==> config.mk <==
export PLATFORM = sky130hd
export DESIGN_NAME = lsu_mem_port
export DESIGN_NICKNAME = d
export VERILOG_FILES = /design/src/rtl/lsu_mem_port.sv
export SDC_FILE = /design/constraint.sdc
export NUM_CORES = 1
export LEC_CHECK = 0
export BUFFER_PORTS_ARGS = -buffer_cell sky130_fd_sc_hd__buf_2
export CAP_MARGIN = 20
export CORE_MARGIN = 2
export CORE_UTILIZATION = 52
export DETAILED_ROUTE_END_ITERATION = 10
export GPL_TIMING_DRIVEN = 1
export PLACE_DENSITY_LB_ADDON = 0.1
export SETUP_SLACK_MARGIN = 0.02
export SLEW_MARGIN = 20
export SYNTH_ARGS = -nofsm -noshare
export SYNTH_HDL_FRONTEND = slang
export SYNTH_SLANG_ARGS = --single-unit
==> constraint.sdc <==
create_clock -name clk -period 4.3 [get_ports clk]
set_clock_uncertainty 0.15 [all_clocks]
set_input_delay 1.075 -clock clk [delete_from_list [all_inputs] [get_ports clk]]
set_output_delay 1.075 -clock clk [all_outputs]
set_load 0.05 [all_outputs]
==> src/rtl/lsu_mem_port.sv <==
// rtl/lsu_mem_port.sv - load/store unit: one request at a time over a req/ack data bus
// Aligns and extends load data into dram_rdo; builds byte-lane masks for stores.
module lsu_mem_port #(
    parameter int TIMEOUT = 16
) (
    input  logic        clk,
    input  logic        rst_n,
    input  logic        req,
    input  logic        we,
    input  logic [2:0]  funct3,
    input  logic [31:0] addr,
    input  logic [31:0] wdata,
    output logic [31:0] dram_rdo,
    output logic        stall,
    output logic        done,
    output logic        err,
    output logic        bus_req,
    output logic        bus_we,
    output logic [31:0] bus_addr,
    output logic [3:0]  bus_wmask,
    output logic [31:0] bus_wdata,
    input  logic        bus_ack,
    input  logic [31:0] bus_rdata
);

    localparam int CW = $clog2(TIMEOUT + 1);

    typedef enum logic [1:0] {
        IDLE = 2'd0,
        BUS  = 2'd1,
        RESP = 2'd2
    } state_t;

    state_t        state;
    logic          op_we;
    logic [2:0]    op_f3;
    logic [1:0]    op_lane;
    logic [CW-1:0] cnt;

    logic          is_byte;
    logic          is_half;
    logic          misaligned;
    logic [3:0]    new_mask;
    logic [31:0]   new_wdata;
    logic [7:0]    byte_v;
    logic [15:0]   half_v;
    logic [31:0]   load_val;

    // Width comes from funct3[1:0]; the undefined encodings fall through to word width.
    always_comb begin
        is_byte = (funct3[1:0] == 2'b00);
        is_half = (funct3[1:0] == 2'b01);
        if (is_byte)
            misaligned = 1'b0;
        else if (is_half)
            misaligned = addr[0];
        else
            misaligned = (addr[1:0] != 2'b00);
    end

    always_comb begin
        new_mask  = 4'b0000;
        new_wdata = wdata;
        if (is_byte) begin
            new_wdata = {4{wdata[7:0]}};
            if (we)
                new_mask = 4'b0001 << addr[1:0];
        end else if (is_half) begin
            new_wdata = {2{wdata[15:0]}};
            if (we)
                new_mask = addr[1] ? 4'b1100 : 4'b0011;
        end else if (we) begin
            new_mask = 4'b1111;
        end
    end

    always_comb begin
        byte_v = bus_rdata[7:0];
        case (op_lane)
            2'd0: byte_v = bus_rdata[7:0];
            2'd1: byte_v = bus_rdata[15:8];
            2'd2: byte_v = bus_rdata[23:16];
            2'd3: byte_v = bus_rdata[31:24];
            default: byte_v = bus_rdata[7:0];
        endcase
        half_v = op_lane[1] ? bus_rdata[31:16] : bus_rdata[15:0];
        case (op_f3)
            3'b000:  load_val = {{24{byte_v[7]}}, byte_v};
            3'b100:  load_val = {24'd0, byte_v};
            3'b001:  load_val = {{16{half_v[15]}}, half_v};
            3'b101:  load_val = {16'd0, half_v};
            default: load_val = bus_rdata;
        endcase
    end

    assign stall = (req && (state != RESP)) || (state == BUS);

    always_ff @(posedge clk or negedge rst_n) begin
        if (!rst_n) begin
            state     <= IDLE;
            op_we     <= 1'b0;
            op_f3     <= 3'd0;
            op_lane   <= 2'd0;
            cnt       <= '0;
            dram_rdo  <= 32'd0;
            done      <= 1'b0;
            err       <= 1'b0;
            bus_req   <= 1'b0;
            bus_we    <= 1'b0;
            bus_addr  <= 32'd0;
            bus_wmask <= 4'd0;
            bus_wdata <= 32'd0;
        end else begin
            done <= 1'b0;
            err  <= 1'b0;
            case (state)
                IDLE: begin
                    if (req) begin
                        op_we   <= we;
                        op_f3   <= funct3;
                        op_lane <= addr[1:0];
                        cnt     <= '0;
                        if (misaligned) begin
                            state <= RESP;
                            done  <= 1'b1;
                            err   <= 1'b1;
                        end else begin
                            state     <= BUS;
                            bus_req   <= 1'b1;
                            bus_we    <= we;
                            bus_addr  <= {addr[31:2], 2'b00};
                            bus_wmask <= new_mask;
                            bus_wdata <= new_wdata;
                        end
                    end
                end
                BUS: begin
                    if (bus_ack) begin
                        state   <= RESP;
                        done    <= 1'b1;
                        bus_req <= 1'b0;
                        bus_we  <= 1'b0;
                        cnt     <= '0;
                        if (!op_we)
                            dram_rdo <= load_val;
                    end else if (cnt == CW'(TIMEOUT - 1)) begin
                        // Last allowed bus cycle with no ack: give up and flag it.
                        state   <= RESP;
                        done    <= 1'b1;
                        err     <= 1'b1;
                        bus_req <= 1'b0;
                        bus_we  <= 1'b0;
                        cnt     <= '0;
                        if (!op_we)
                            dram_rdo <= 32'd0;
                    end else begin
                        cnt <= cnt + 1'b1;
                    end
                end
                RESP: begin
                    state <= IDLE;
                end
                default: begin
                    state <= IDLE;
                end
            endcase
        end
    end

endmodule
# --- Word-level counts from Yosys, hierarchy flattened ---
# Cells that the tools add are included.
totals:
  register_bits: 115
  input_bits: 104
  output_inout_bits: 105
  elab_cells: 86
op_classes:
  addsub: 1
  n_eq_ne: 13
  shifts: 1
  mux: 41
  bitwise_logic: 2
  reduce_logical: 15
ops:
  columns: ["operator", "count"]
  rows:
  - ["$mux 32", 6]
  - ["$pmux 32 s4", 1]
  - ["$pmux 8 s4", 1]
  - ["$mux 4", 6]
  - ["$mux 16", 1]
  - ["$mux 5", 3]
  - ["$mux 1", 13]
  - ["$pmux 5 s2", 1]
  - ["$mux 2", 4]
  - ["$pmux 1 s2", 4]
  - ["$eq 2x1->1 const B", 3]
  - ["$eq 3x3->1 const B", 2]
  - ["$logic_not 2->1", 3]
  - ["$ne 2x2->1 const B", 3]
  - ["$reduce_and 2->1", 3]
  - ["$reduce_and 3->1", 2]
  - ["$reduce_bool 2->1", 3]
  - ["$add 5x1->5 const B", 1]
  - ["$eq 5x4->1 const B", 1]
  - ["$eq 2x2->1 const B", 2]
  - ["$pmux 2 s2", 1]
  - ["$reduce_and 4->1", 1]
  - ["$shl 1x2->4 const A", 1]
  - ["$eq 3x1->1 const B", 1]
  - ["5 further kinds", 6]

# --- Depth between registers and ports, before layout ---
depth:
  depth_word: 6
  ltp_mapped: 7
  depth_no_buf: 5

# --- Worst setup path before layout ---
# Ideal clock, no wire load.
synth_path:
  path_type: "input -> output"
  start: "input port req"
  end: "output port stall"
  arrival_ns: 1.627
  t_required_ns: 3.075
  setup_slack_ns: 1.448
  cell_stages: 1
  cell_sequence: "maj3_1"
synth_via:
  elab_chain_cells: 2
synth_rtl:
  columns: ["element", "line_no", "source"]
  rows:
  - ["start: declaration", "8", "input logic req,"]
  - ["$logic_and 1x1->1", "96", "assign stall = (req && (state != RESP)) || (state == BUS);"]
  - ["$logic_or 1x1->1", "96", null]
  - ["end: declaration", "14", "output logic stall,"]
# No other way between the ends.

# --- Worst setup path after layout ---
# Ends and elaborated chain as after synthesis.

==> qor.yml <==
floorplan:
  die_w_um: 104.1
  fp.dieH_um: 104.1
  dieArea_mm2: 0.01084
  rows: 36
  fp.coreArea_mm2: 0.009774
  io_pins: 209
  initial_core_util_pct: 53.33
logic_synthesis:
  netlist_area_mm2: 0.005212
  yosysWarnings: 0
  synth_top_area_share_pct: 55.21
  synth_area_per_cell_um2: 11.16
  synth_enable_flop_cells: 0
  ys_seq_area_share_pct: 55.21
  synthDistinctLibCells: 41
  ys_async_sr_fraction_pct: 100.0
  netlist_instances: 467
  ys_top_cells_by_count: "dfrtp_1 (115), mux2_2 (54), nand2_1 (54)"
  synth_ff_type: "dfrtp_1"
  ys_top_cells_by_area: "dfrtp_1 (55%), mux2_2 (12%), o21ai_0 (4.9%), mux2i_1 (4.6%), nand2_1 (3.9%)"
  synth.most_common_cell: "dfrtp_1"
  yosys.area.top_type: "dfrtp_1"
  ys_seq_elements: 115
critical_path:
  cpMostUsedCell: "buf_2"
  start_kind: "primary input"
  reg2reg_depth: 4
  worstSetupStartpoint: "req"
  crit_buf_inv: 2
  worstPathRequired_ns: 3.07
  path_cells: "buf_2, maj3_1, buf_2"
  cp_top_family: "buffers and inverters"
  r2r-end: "bus_wdata[2]"
  worst-setup-path-type: "in2out"
  timing.rr.start: "state[0]"
  r2r_setup_slack_ns: 1.91
  crit_arrival_ns: 1.76
  cp.depth: 3
  cp_slowest_cell: "maj3_1"
  cpPeakStageDelay_ns: 0.34
  crit_path_end_kind: "output pin"
  path_max_fanout: 5
global_route:
  grt_pass1_wl_um: 22270
  antenna_found_initial: 0
  grt_pass1_vias: 4340
  grtUsageTotal_pct: 25.28
  overflow: 0
  grt_max_degree: 68
placement:
  hpwl_um: 9191
  dp_cells: 783
  portBuffers: 206
  gp_congestion: 0.9046
cts:
  numCtsBuffers: 17
  clockBufferDepth: 2
  htree_levels: 4
  post_cts_resize_count: 0
  path_clk_slew_ns: 0.06
  cts_sinks: 115
  cts_hold_buf: 0
  post_cts_buffers: 0
  cts_root_buffer: "clkbuf_8"
  cts_tree: "yes"
  clock_latency_ns: 0.50
sta:
  relSlewSlack_pct: 45.94
  rsz0062_at_grt: "false"
  fmax_ghz: 0.3351
  hold_viol_final: 0
  period_share_pct: 69.41
  report.final.slew_viol_count: 0
  setup_viol: 0
  tightest_slew_ns: 0.8073
  fin_tns_setup_ns: 0
  finalCriticalPeriod_ns: 2.984
finish:
  final.fill_count: 772
  synthToLayoutAreaGrowth_pct: 33.77
  antenna-diode-count: 0
  layout-drive-gt1-share_pct: 44.87
  final_cells: 815
  nNetsFinal: 774
power:
  p_per_area_mw_per_mm2: 850.2
  peakVddDrop_mv: 0.4927
  p_leak_uw: 0.003538
routing:
  drc: 0
  avgViaCountPerCell: 5.422
  drt_wl_total_um: 13180
  drtIter0Drc: 202
  drt_pass1_iterations: 5
  drt.antenna.violating_nets: 0
  post_drt_wl_per_cell_um: 16.18
  vias: 4419
min_path:
  min_delay_path_depth: 2
  min_from: "bus_wdata[14]"
  worstHoldPathType: "reg2reg"
  worstHoldEndpoint: "bus_wdata[14]"
status:
  status: "finished clean"
run:
  max_cap_violations: 0
## routing by layer
metal	track usage (%)	vias up	wire [um]
met1	34.38	2113	5614
met4	8.108	0	194
met5	0	-	0
met2	39.43	202	6238
met3	7.268	19	1135
li1	-	2085	-
## cells in the final DEF (no fill, tap or decap), types with 2 or more instances in the layout
master,instances
buf_2,205
dfrtp_1,115
nand2_1,54
mux2_2,54
o21ai_0,51
nor2_1,29
mux2i_1,24
a21oi_1,18
a22oi_1,16
clkbuf_16,16
nand2b_1,10
a32o_1,9
buf_4,9
nor3_1,8
a221o_1,6
inv_1,5
nor2b_1,4
o211ai_1,4
clkinv_4,4
bufinv_16,4
nand3_1,3
inv_6,3
a21o_1,2
o31ai_1,2
a31oi_1,2
o21a_1,2
conb_1,2
clkbuf_8,2
clkinvlp_4,2
## state kept, by name, indices dropped and copies added (netlist names)
register	cells
err	1
bus_req	1
op_we	1
bus_wmask	4
bus_we	1
op_lane	2
dram_rdo	32
cnt	5
bus_addr	30
done	1
bus_wdata	32
op_f3	3
state	2
## layout make-up
cell class / count / area, um^2 / share of cell area, %
Clock buffer: 18 / 427.9 / 6.137
Clock inverter: 14 / 201.4 / 2.889
Inverter: 5 / 18.77 / 0.2692
Multi-Input combinational cell: 316 / 2187 / 31.37
Sequential cell: 115 / 2878 / 41.27
Tap cell: 133 / 166.4 / 2.387
Timing Repair Buffer: 214 / 1094 / 15.68
## power by group
| group | leakage (uW) | internal (uW) | total [uW] | switching, uW |
|---|---|---|---|---|
| Clock | 0.000302 | 965 | 1490 | 527 |
| Sequential | 0.00142 | 1500 | 1780 | 281 |
| Combinational | 0.00182 | 682 | 2650 | 1970 |
## tightest hold or removal path, delay by kind of cell (launching register included)
family / cells / cell delay [ns]
AOI/OAI and AO/OA: 1 / 0.06
DFF: 1 / 0.34
and+or+nand+nor: 1 / 0.05
## worst max path at each step
stage | endpoint
floorplan | stall
global placement | bus_wdata[1]
detailed placement | bus_wdata[6]
CTS | stall
global route | stall
finish | stall
## logic make-up (layout without fill, tap and decap cells)
| logic type | count (synthesis) | after routing | synth area share (%) |
|---|---|---|---|
| AO/OA/AOI/OAI | 117 | 117 | 14.47 |
| adder cells (fa/ha/maj) | 2 | 2 | 0.4320 |
| buffers and inverters | 37 | 251 | 3.312 |
| flip-flops | 115 | 115 | 55.21 |
| multiplexers | 78 | 78 | 16.27 |
| other | 1 | 2 | 0.07194 |
| AND/OR/NAND/NOR | 117 | 117 | 10.23 |
## stage by stage
step	hold slack (ns)	power (uW)	utilization [%]	area [um^2]	setup slack, ns
after global placement	0.3071	4402	64.90	6344	1.139
final	0.3236	5928	71.34	6973	1.316
after detailed placement	0.3151	4451	64.90	6344	1.068
after floorplan	0.3079	3790	-	5216	1.448
after CTS	0.3289	5953	71.34	6973	1.300
after global routing	0.3510	6210	71.34	6973	1.257
Note: power is estimated with default switching activity, not from simulation.
